--- config.mk ---
export PLATFORM = sky130hd
export DESIGN_NAME = sync_fifo_param
export DESIGN_NICKNAME = d
export VERILOG_FILES = /design/src/rtl/sync_fifo_param.sv
export SDC_FILE = /design/constraint.sdc
export NUM_CORES = 1
export LEC_CHECK = 0
export CAP_MARGIN = 40
export CORE_MARGIN = 4
export CORE_UTILIZATION = 55
export DETAILED_ROUTE_END_ITERATION = 7
export GPL_ROUTABILITY_DRIVEN = 0
export PLACE_DENSITY = 0.71
export SYNTH_ARGS = -nofsm -noshare
export SYNTH_HDL_FRONTEND = slang
export SYNTH_SLANG_ARGS = --single-unit
export TNS_END_PERCENT = 50
--- constraint.sdc ---
create_clock -name clock -period 3.9 [get_ports clock]
set_input_delay 0.78 -clock clock [delete_from_list [all_inputs] [get_ports clock]]
set_output_delay 0.78 -clock clock [all_outputs]
set_load 0.005 [all_outputs]
--- src/rtl/sync_fifo_param.sv ---
// Parametrised single-clock FIFO with occupancy count, almost-flags, sticky error flags and flush.
// Holds exactly DEPTH entries; pointers wrap explicitly so non-power-of-two depths work.
module sync_fifo_param #(
  parameter int unsigned WIDTH    = 16,
  parameter int unsigned DEPTH    = 16,
  parameter int unsigned AF_LEVEL = 14,
  parameter int unsigned AE_LEVEL = 2,
  localparam int unsigned AW      = $clog2(DEPTH),
  localparam int unsigned CW      = $clog2(DEPTH + 1)
) (
  input  logic             clock,
  input  logic             reset,
  input  logic             wr_en,
  input  logic [WIDTH-1:0] wr_data,
  input  logic             rd_en,
  output logic [WIDTH-1:0] rd_data,
  output logic             rd_valid,
  input  logic             flush,
  input  logic             err_clr,
  output logic [CW-1:0]    count,
  output logic             empty,
  output logic             full,
  output logic             almost_empty,
  output logic             almost_full,
  output logic             overflow,
  output logic             underflow
);

  logic [WIDTH-1:0] mem_q [DEPTH];

  logic [AW-1:0]    wr_ptr_q, wr_ptr_d;
  logic [AW-1:0]    rd_ptr_q, rd_ptr_d;
  logic [CW-1:0]    count_q, count_d;
  logic [WIDTH-1:0] rd_data_q, rd_data_d;
  logic             rd_valid_q, rd_valid_d;
  logic             overflow_q, overflow_d;
  logic             underflow_q, underflow_d;

  logic wr_acc, rd_acc, wr_rej, rd_rej;

  function automatic logic [AW-1:0] ptr_inc(input logic [AW-1:0] p);
    return (p == AW'(DEPTH - 1)) ? '0 : p + AW'(1);
  endfunction

  // Status is decoded from the registered count only.
  assign empty        = (count_q == '0);
  assign full         = (count_q == CW'(DEPTH));
  assign almost_empty = (count_q <= CW'(AE_LEVEL));
  assign almost_full  = (count_q >= CW'(AF_LEVEL));

  // Flush swallows same-cycle requests, so they are neither accepted nor flagged.
  assign wr_acc = wr_en & ~full & ~flush;
  assign rd_acc = rd_en & ~empty & ~flush;
  assign wr_rej = wr_en & full & ~flush;
  assign rd_rej = rd_en & empty & ~flush;

  always_comb begin
    wr_ptr_d    = wr_ptr_q;
    rd_ptr_d    = rd_ptr_q;
    count_d     = count_q;
    rd_data_d   = rd_data_q;
    rd_valid_d  = 1'b0;
    // A new error in the same cycle as err_clr keeps the flag set.
    overflow_d  = wr_rej | (overflow_q & ~err_clr);
    underflow_d = rd_rej | (underflow_q & ~err_clr);

    if (flush) begin
      wr_ptr_d = '0;
      rd_ptr_d = '0;
      count_d  = '0;
    end else begin
      if (wr_acc) begin
        wr_ptr_d = ptr_inc(wr_ptr_q);
      end
      if (rd_acc) begin
        rd_ptr_d   = ptr_inc(rd_ptr_q);
        rd_data_d  = mem_q[rd_ptr_q];
        rd_valid_d = 1'b1;
      end
      if (wr_acc && !rd_acc) begin
        count_d = count_q + CW'(1);
      end else if (rd_acc && !wr_acc) begin
        count_d = count_q - CW'(1);
      end
    end
  end

  always_ff @(posedge clock) begin
    if (!reset) begin
      wr_ptr_q    <= '0;
      rd_ptr_q    <= '0;
      count_q     <= '0;
      rd_data_q   <= '0;
      rd_valid_q  <= 1'b0;
      overflow_q  <= 1'b0;
      underflow_q <= 1'b0;
    end else begin
      wr_ptr_q    <= wr_ptr_d;
      rd_ptr_q    <= rd_ptr_d;
      count_q     <= count_d;
      rd_data_q   <= rd_data_d;
      rd_valid_q  <= rd_valid_d;
      overflow_q  <= overflow_d;
      underflow_q <= underflow_d;
    end
  end

  // Storage is deliberately left unreset.
  always_ff @(posedge clock) begin
    if (reset && wr_acc) begin
      mem_q[wr_ptr_q] <= wr_data;
    end
  end

  assign rd_data   = rd_data_q;
  assign rd_valid  = rd_valid_q;
  assign count     = count_q;
  assign overflow  = overflow_q;
  assign underflow = underflow_q;

endmodule

# Yosys cells after proc, flatten, opt, wreduce, memory -nomap -nowiden
# Memory sizes are Yosys's and may differ from the RTL's. A register that Yosys moved wholly into a read port is not among the register bits.
# Cells that the tools add are included.
# Widths: inputs -> output; s select.
[op_classes] addsub=4 magnitude_cmp=2 eq_ne=3 muxes=7 bitwise_logic=17 reduce_logical=10
[op_table] op="$and 1x1->1" count=10
[op_table] op="$mux 5" count=2
[op_table] op="$add 4x1->4 const B" count=2
[op_table] op="$eq 4x4->1 const B" count=2
[op_table] op="$mux 4" count=2
[op_table] op="$add 5x1->5 const B" count=1
[op_table] op="$eq 5x5->1 const B" count=1
[op_table] op="$ge 5x4->1 const B" count=1
[op_table] op="$le 5x2->1 const B" count=1
[op_table] op="$logic_not 5->1" count=1
[op_table] op="$not 1->1" count=5
[op_table] op="$sub 5x1->5 const B" count=1
[op_table] op="$logic_and 1x1->1" count=3
[op_table] op="$logic_not 1->1" count=3
[op_table] op="$mux 1" count=3
[op_table] op="$or 1x1->1" count=2
[op_table] op="$reduce_and 2->1" count=1
[op_table] op="$reduce_bool 2->1" count=1
[op_table] op="$reduce_or 2->1" count=1
[totals] reg_bits=16 mem_bits_rw=256 inputBits=22 n_memories=1
[mem_list] memory="mem_q" depth=16 word_bits=16 rd=1 rd_clocked_by_memory_dff=1 wr=1 line_no="29" rtl="logic [WIDTH-1:0] mem_q [DEPTH];"

# Depth between registers and ports, before layout
# Gate-level depths: netlist (run 1).
[logic_depth] depth_word=8 ltp_mapped=11

# Worst setup path before layout (run 1)
# Ideal clock, no wire load.
[synth_path] path_type="input -> register" start="in flush" end="mem mem_q[2][0], enable pin" setup_time_ns=0.409 arrival_ns=2.550 required_time_ns=3.491 path_slack_ns=0.940 path_stages=5 path_buffers=1 cell_sequence="nand2b_1 a21oi_1 buf_2 nand3_1 nor3_1"
[synth_via] elab_chain_cells=5
[synth_lines] item="start: declaration" line_no="18" rtl="input logic flush,"
[synth_lines] item="$not 1->1 (no line)"
[synth_lines] item="$and 1x1->1" line_no="52" rtl="assign wr_acc = wr_en & ~full & ~flush;"
[synth_lines] item="net wr_acc" line_no="39" rtl="logic wr_acc, rd_acc, wr_rej, rd_rej;"
[synth_lines] item="$logic_and 1x1->1" line_no="110" rtl="if (reset && wr_acc) begin"
[synth_lines] item="$mux 1" line_no="110"
[synth_lines] item="$mux 1 (implied by the code)" line_no="111" rtl="mem_q[wr_ptr_q] <= wr_data;"
[synth_lines] item="end: declaration" line_no="29"
# The timed path passes the listed nets, and every way through them passes these cells.

# Final worst setup path (run 1)
[layout_path] start="reg count_q[0], in the netlist count[0]" end="out full"
[layout_via] elab_chain_cells=1
[layout_lines] item="start: declaration" line_no="33" rtl="logic [CW-1:0] count_q, count_d;"
[layout_lines] item="start signal: assignment" line_no="100" rtl="count_q <= count_d;"
[layout_lines] item="$eq 5x5->1" line_no="47" rtl="assign full = (count_q == CW'(DEPTH));"
[layout_lines] item="end: declaration" line_no="22" rtl="output logic full,"
# No other way between the ends.

==> results of run 1 <==
==> final timing paths <==
kind / from / end / slack (ns)
hold / removal: rd_data[5]$_SDFFE_PN0P_ / rd_data[5]$_SDFFE_PN0P_ / 0.56
setup reg to reg: count[0]$_SDFFE_PP0P_ / count[4]$_SDFFE_PP0P_ / 1.31
hold reg to reg: rd_data[5]$_SDFFE_PN0P_ / rd_data[5]$_SDFFE_PN0P_ / 0.56
setup / recovery: count[0]$_SDFFE_PP0P_ / full / 0.94
==> state kept, by name, summed over array words and instances (netlist names) <==
signal     flops
rd_valid       1
count          5
overflow       1
rd_data       16
rd_ptr_q       4
mem_q        256
underflow      1
wr_ptr_q       4
==> cell families (layout without fill, tap and decap cells) <==
group,Yosys count,after routing,share of synthesized area [%]
DFF,288,288,72.6
muxes,117,117,14.3
adders and majority gates,10,10,1.16
buffers and inverters,42,140,2.56
and+or+nand+nor,96,96,4.33
xor gates and xnor gates,4,4,0.305
AOI/OAI and AO/OA,86,86,4.75
==> worst min-delay path, cell delays in order (launching register included) <==
cell and delay [ns]:
dfxtp_1 0.32, o21ai_0 0.09, a21oi_1 0.11
==> per-layer routing <==
layer  GRT usage [%]  vias up
met4            5.85        0
met1            28.9     3081
met3            3.35       43
met2            35.1      187
met5               0        -
li1                -     2721
==> power by group <==
part	switching, mW	internal, mW
clock	1.05	1.46
sequential	0.0189	3.38
combinational	0.139	0.117
total	1.21	4.96
==> cell usage in the layout, fill, tap and decap left out, drive strengths merged, types with 23 or more instances in the layout <==
cell	count
a21oi	26
o22ai	32
dfxtp	32
clkdlybuf4s50	49
nor2	23
buf	34
nor3	24
mux2i	85
mux4	32
edfxtp	256
clkbuf	43
==> area by class of cell <==
| type | count | area (µm²) | area share, % |
|---|---|---|---|
| Inverter | 6 | 22.5 | 0.170 |
| Sequential cell | 288 | 8330 | 62.8 |
| Clock buffer | 43 | 798 | 6.02 |
| Clock inverter | 8 | 61.3 | 0.462 |
| Multi-Input combinational cell | 313 | 2890 | 21.8 |
| Timing Repair Buffer | 83 | 825 | 6.22 |
| Tap cell | 270 | 338 | 2.55 |
==> stage by stage <==
step	instance area, µm²	std cells	hold slack (ns)	util [%]
after floorplan	11500	643	0.523	-
after global placement	12400	959	0.538	60.9
after detailed placement	12400	960	0.542	60.9
after CTS	13300	1011	0.561	65.1
after global routing	13300	1011	0.586	65.1
final	13300	1011	0.558	65.1
==> run_results.csv, run 1 <==
group,metric,value,unit
clock_network,cts_root_buffer,"clkbuf_16",
synth,syn_area,11500,µm²
setup_path,critPathKind,"flop to output port",
setup_path,max_stage_delay,0.60,ns
sta,period_needed,2.96,ns
sta,rsz0062_at_grt,"no",
route,dr_wl_met2,12100,µm
synth,synth_nets,675,
clock_network,clk_pin_slew,0.06,ns
route,dr_total_vias,6032,
grt,grt_first_pass_wirelength,37200,µm
clock_network,clock_sinks,288,
clock_network,cts_repair_resize_count,0,
setup_path,startpoint_type,"flop",
clock_network,cts_setup_buffers,0,
sta,fmax,0.338,GHz
sta,tightestPinTransition,0.888,ns
sta,finalSetupViolCount,0,
grt,grt_start_max_net_pins,46,
synth,synth-async-reset-ratio,0,%
setup_path,critPathTopFamily,"simple AND/OR/NAND/NOR gates",
place,pre_cts_ws,0.653,ns
clock_network,holdBufCountCts,0,
route,wl_met1,10200,µm
synth,ys.flop_type,"edfxtp_1",
status,status,"finished clean",
setup_path,crit_fanout,7,
synth,synth_top_area_cell,"edfxtp_1",
route,dr.pass1.iters,5,
floorplanning,die_w,152,µm
route,highest_layer,"met4",
synth,synth-seq-cells,288,
synth,synthTopCellsByCount,"edfxtp_1 (256), mux2i_1 (85), dfxtp_1 (32), o22ai_1 (31), nor3_1 (24)",
sta,finalCritPeriodShare,75.8,%
floorplanning,rows,52,
sta,setup_ws,0.942,ns
setup_path,crit_required,3.12,ns
floorplanning,io_pins,50,
floorplanning,core_region_area,20400,µm²
cells_and_area,syn_to_final_growth,15.5,%
setup_path,worstPathCellList,"or4_4 -> nor2_1 -> clkdlybuf4s50_1",
sta,final_max_slew_viol_count,0,
pwr,ir_drop,0.381,mV
route,first_iter_violations,469,
setup_path,cp_slowest_cell,"or4_4",
synth,synthTopCellsByArea,"edfxtp_1 (67%), mux2i_1 (7.4%), dfxtp_1 (5.6%), mux4_1 (4.6%), mux4_2 (2.4%)",
synth,ys_seq_area_share,72.6,%
synth,yosysWarnings,0,
hold_path,holdPathStages,2,
pwr,p_total,6.17,mW
route,ant_nets,0,
setup_path,reg2regPathDepth,10,
place,port_buffers,49,
setup_path,crit_cells,3,
flow_run,drv_cap,0,
floorplanning,fp.dieH,152,µm
cells_and_area,nNetsFinal,752,
synth,syn-mean-instance-area,17.9,µm²
pwr,p_per_area,465,nW/µm²
clock_network,cts_made_buffers,28,
synth,synth_edf_count,256,
cells_and_area,fill_cells,1378,
grt,grt_util_all_layers,20.9,%
sta,final.setup.tns,0,ns
setup_path,critPathBufInv,1,
route,drt_wl_total,24500,µm
grt,antenna_found_initial,0,
sta,finClkSkew,0.0103,ns
clock_network,h-tree-depth,1,
hold_path,hold_path.class,"flop to flop",
sta,relSlewSlack,40.8,%
cells_and_area,diodes,0,
route,drc,0,
grt,grt_pass1_vias,6200,
floorplanning,initial_core_util,56.4,%
synth,yosysUniqueCellTypes,45,
synth,yosysMostFrequentCell,"edfxtp_1",
clock_network,clock_latency,0.54,ns
route,viasPerCell,5.97,
grt,grt_overflow,0,
clock_network,cts_tree,"built",
pwr,p_leak,4.16,nW
floorplanning,die_area,23200,µm²
synth,synth_top_area_share,67.0,%
clock_network,cts_buffer_depth,3,
place,hpwl,15000,µm
sta,hold_viol_final,0,
route,wire_per_inst,24.2,µm
route,wl_met3,1530,µm
synth,synthCells,643,
setup_path,critPathArrivalTime,2.18,ns
cells_and_area,drive_gt1_share,13.6,%
setup_path,critPathCaptureType,"output port",
Power figures use the tool's default switching activity.
==> inputs of run 2 (changes only) <==
Settings changed: CORE_UTILIZATION 55 to 54, PLACE_DENSITY 0.71 to 0.73.
Clock period 3.9 ns to 2.7 ns, I/O delays scaled along.
==> run_results.csv, run 2 (synthesis gave the netlist of run 1 again) <==
group,metric,value,unit
clock_network,clock_latency,0.53,ns
setup_path,reg2reg_to,"count[4]$_SDFFE_PP0P_",
grt,grt_first_pass_wirelength,36600,µm
place,dpl_cell_area,12600,µm²
sta,finalCritPeriodShare,93.5,%
clock_network,holdBufCountCts,0,
cells_and_area,final_area,13600,µm²
cells_and_area,diodes,0,
cells_and_area,finalNonFillerCells,1049,
sta,fmax,0.396,GHz
setup_path,r2r-start,"count[0]$_SDFFE_PP0P_",
place,placed_cells,997,
clock_network,cts_buffer_depth,3,
sta,rsz0062_at_grt,"no",
route,highest_layer,"met4",
floorplanning,io_pins,50,
floorplanning,rows,53,
grt,grt_overflow,0,
grt,grt_util_all_layers,20.2,%
setup_path,startpoint_type,"flop",
route,dr_wl_met2,12500,µm
route,ant_nets,0,
sta,relSlewSlack,48.4,%
sta,finalSetupViolCount,0,
status,status,"finished clean",
setup_path,worstPathCellList,"buf_4 -> a2111oi_1 -> clkdlybuf4s50_1",
sta,period_needed,2.52,ns
floorplanning,initial_core_util,54.8,%
cells_and_area,regMostFlops,"mem_q",
route,drt_wl_total,23900,µm
cells_and_area,syn_to_final_growth,18.1,%
route,dr.pass1.iters,5,
cells_and_area,drive_gt1_share,17.8,%
floorplanning,fp.dieH,154,µm
sta,finClkSkew,0.0136,ns
setup_path,crit_fanout,7,
grt,antenna_found_initial,0,
clock_network,cts_made_buffers,28,
grt,grt_pass1_vias,6220,
setup_path,critPathBufInv,2,
setup_path,critPathArrivalTime,1.98,ns
route,wl_met1,9570,µm
route,drc,0,
pwr,p_leak,4.36,nW
floorplanning,core_region_area,21000,µm²
route,viasPerCell,5.84,
sta,hold_ws,0.547,ns
clock_network,clk_pin_slew,0.06,ns
place,port_buffers,49,
route,wl_met3,1410,µm
floorplanning,die_w,154,µm
hold_path,holdPathStages,2,
flow_run,drv_cap,0,
sta,hold_viol_final,0,
setup_path,cp_slowest_cell,"clkdlybuf4s50_1",
pwr,ir_drop,0.500,mV
place,hpwl,15600,µm
sta,final_max_slew_viol_count,0,
setup_path,reg2regPathDepth,10,
sta,tightestPinTransition,0.771,ns
clock_network,cts_tree,"built",
cells_and_area,layout_common_cells,"edfxtp_1 (256), mux2i_1 (85), buf_4 (62)",
clock_network,cts_root_buffer,"clkbuf_16",
pwr,p_per_area,674,nW/µm²
setup_path,max_stage_delay,0.58,ns
pwr,p_total,9.13,mW
route,first_iter_violations,510,
route,wire_per_inst,22.8,µm
setup_path,critPathTopFamily,"buffers and inverters",
hold_path,hold_path.class,"flop to flop",
clock_network,clock_sinks,288,
setup_path,critPathCaptureType,"output port",
floorplanning,die_area,23700,µm²
setup_path,crit_required,2.16,ns
route,dr_total_vias,6122,
cells_and_area,mostFrequentLayoutCell,"edfxtp_1",
setup_path,rrSetupSlack,0.22,ns
cells_and_area,largest_register_ffs,256,
setup_path,critPathKind,"flop to output port",
clock_network,h-tree-depth,1,
grt,grt_start_max_net_pins,27,
hold_path,min_to,"rd_data[15]$_SDFFE_PN0P_",
hold_path,min_from,"rd_data[15]$_SDFFE_PN0P_",
cells_and_area,nNetsFinal,785,
run 2: cell count changes in the layout (fill, tap and decap cells not counted), sizes merged:
cell,before,now
buf,34,67
clkbuf,43,34
clkinv,6,10
bufinv,1,4
clkdlybuf4s50,49,47
clkinvlp,1,3
dlygate4sd2,0,2
run 2: cell type report:
type	instances	area (µm²)
Multi-Input combinational cell	313	2890
Timing Repair Buffer	116	1050
Tap cell	275	344
Fill cell	1447	7400
Inverter	6	22.5
Sequential cell	288	8330
Clock buffer	34	723
Clock inverter	17	198
run 2: worst max-delay path by stage:
stage,slack [ns],startpoint,cells past startpoint,to
global route,0.04,count[0]$_SDFFE_PP0P_,10,count[4]$_SDFFE_PP0P_
detailed placement,-0.21,flush,10,count[4]$_SDFFE_PP0P_
finish,0.18,count[1]$_SDFFE_PP0P_,3,almost_empty
floorplan,-0.02,flush,5,mem_q[3][0]$_DFFE_PP_
global placement,-0.11,flush,10,count[4]$_SDFFE_PP0P_
CTS,0.12,count[0]$_SDFFE_PP0P_,10,count[4]$_SDFFE_PP0P_
run 2: report_power, final:
part	internal, mW	leakage (nW)	switching (mW)
combinational	0.187	1.36	0.211
clock	2.29	0.439	1.54
sequential	4.88	2.56	0.0241
run 2: worst register-to-register path, delay by kind of cell (launching register included):
| family | cells | cell delay (ns) |
|---|---|---|
| AOI/OAI and AO/OA | 3 | 0.52 |
| muxes | 2 | 0.42 |
| adders and majority gates | 2 | 0.57 |
| DFF | 1 | 0.32 |
| and+or+nand+nor | 1 | 0.41 |
| buffers and inverters | 2 | 0.19 |
run 2: repair_timing:
action,in CTS,in global routing
endpoints found under the hold margin,0,0
setup endpoints to repair,2,2
pin swaps,1,0
setup buffers,1,0
gates resized for setup,3,2
run 2: stage by stage:
stage,setup TNS (ns),worst slack (ns),utilization [%]
after global placement,-0.111,-0.111,60.2
final,0,0.176,64.7
after floorplan,-0.550,-0.0180,-
after global routing,0,0.0371,64.7
after CTS,0,0.120,64.7
after detailed placement,-0.341,-0.209,60.2
run 2: per-layer routing:
| metal | track usage (%) | vias to the layer above |
|---|---|---|
| li1 | - | 2786 |
| met1 | 26.9 | 3109 |
| met2 | 35.6 | 202 |
| met3 | 2.87 | 25 |
| met4 | 4.75 | 0 |
| met5 | 0 | - |
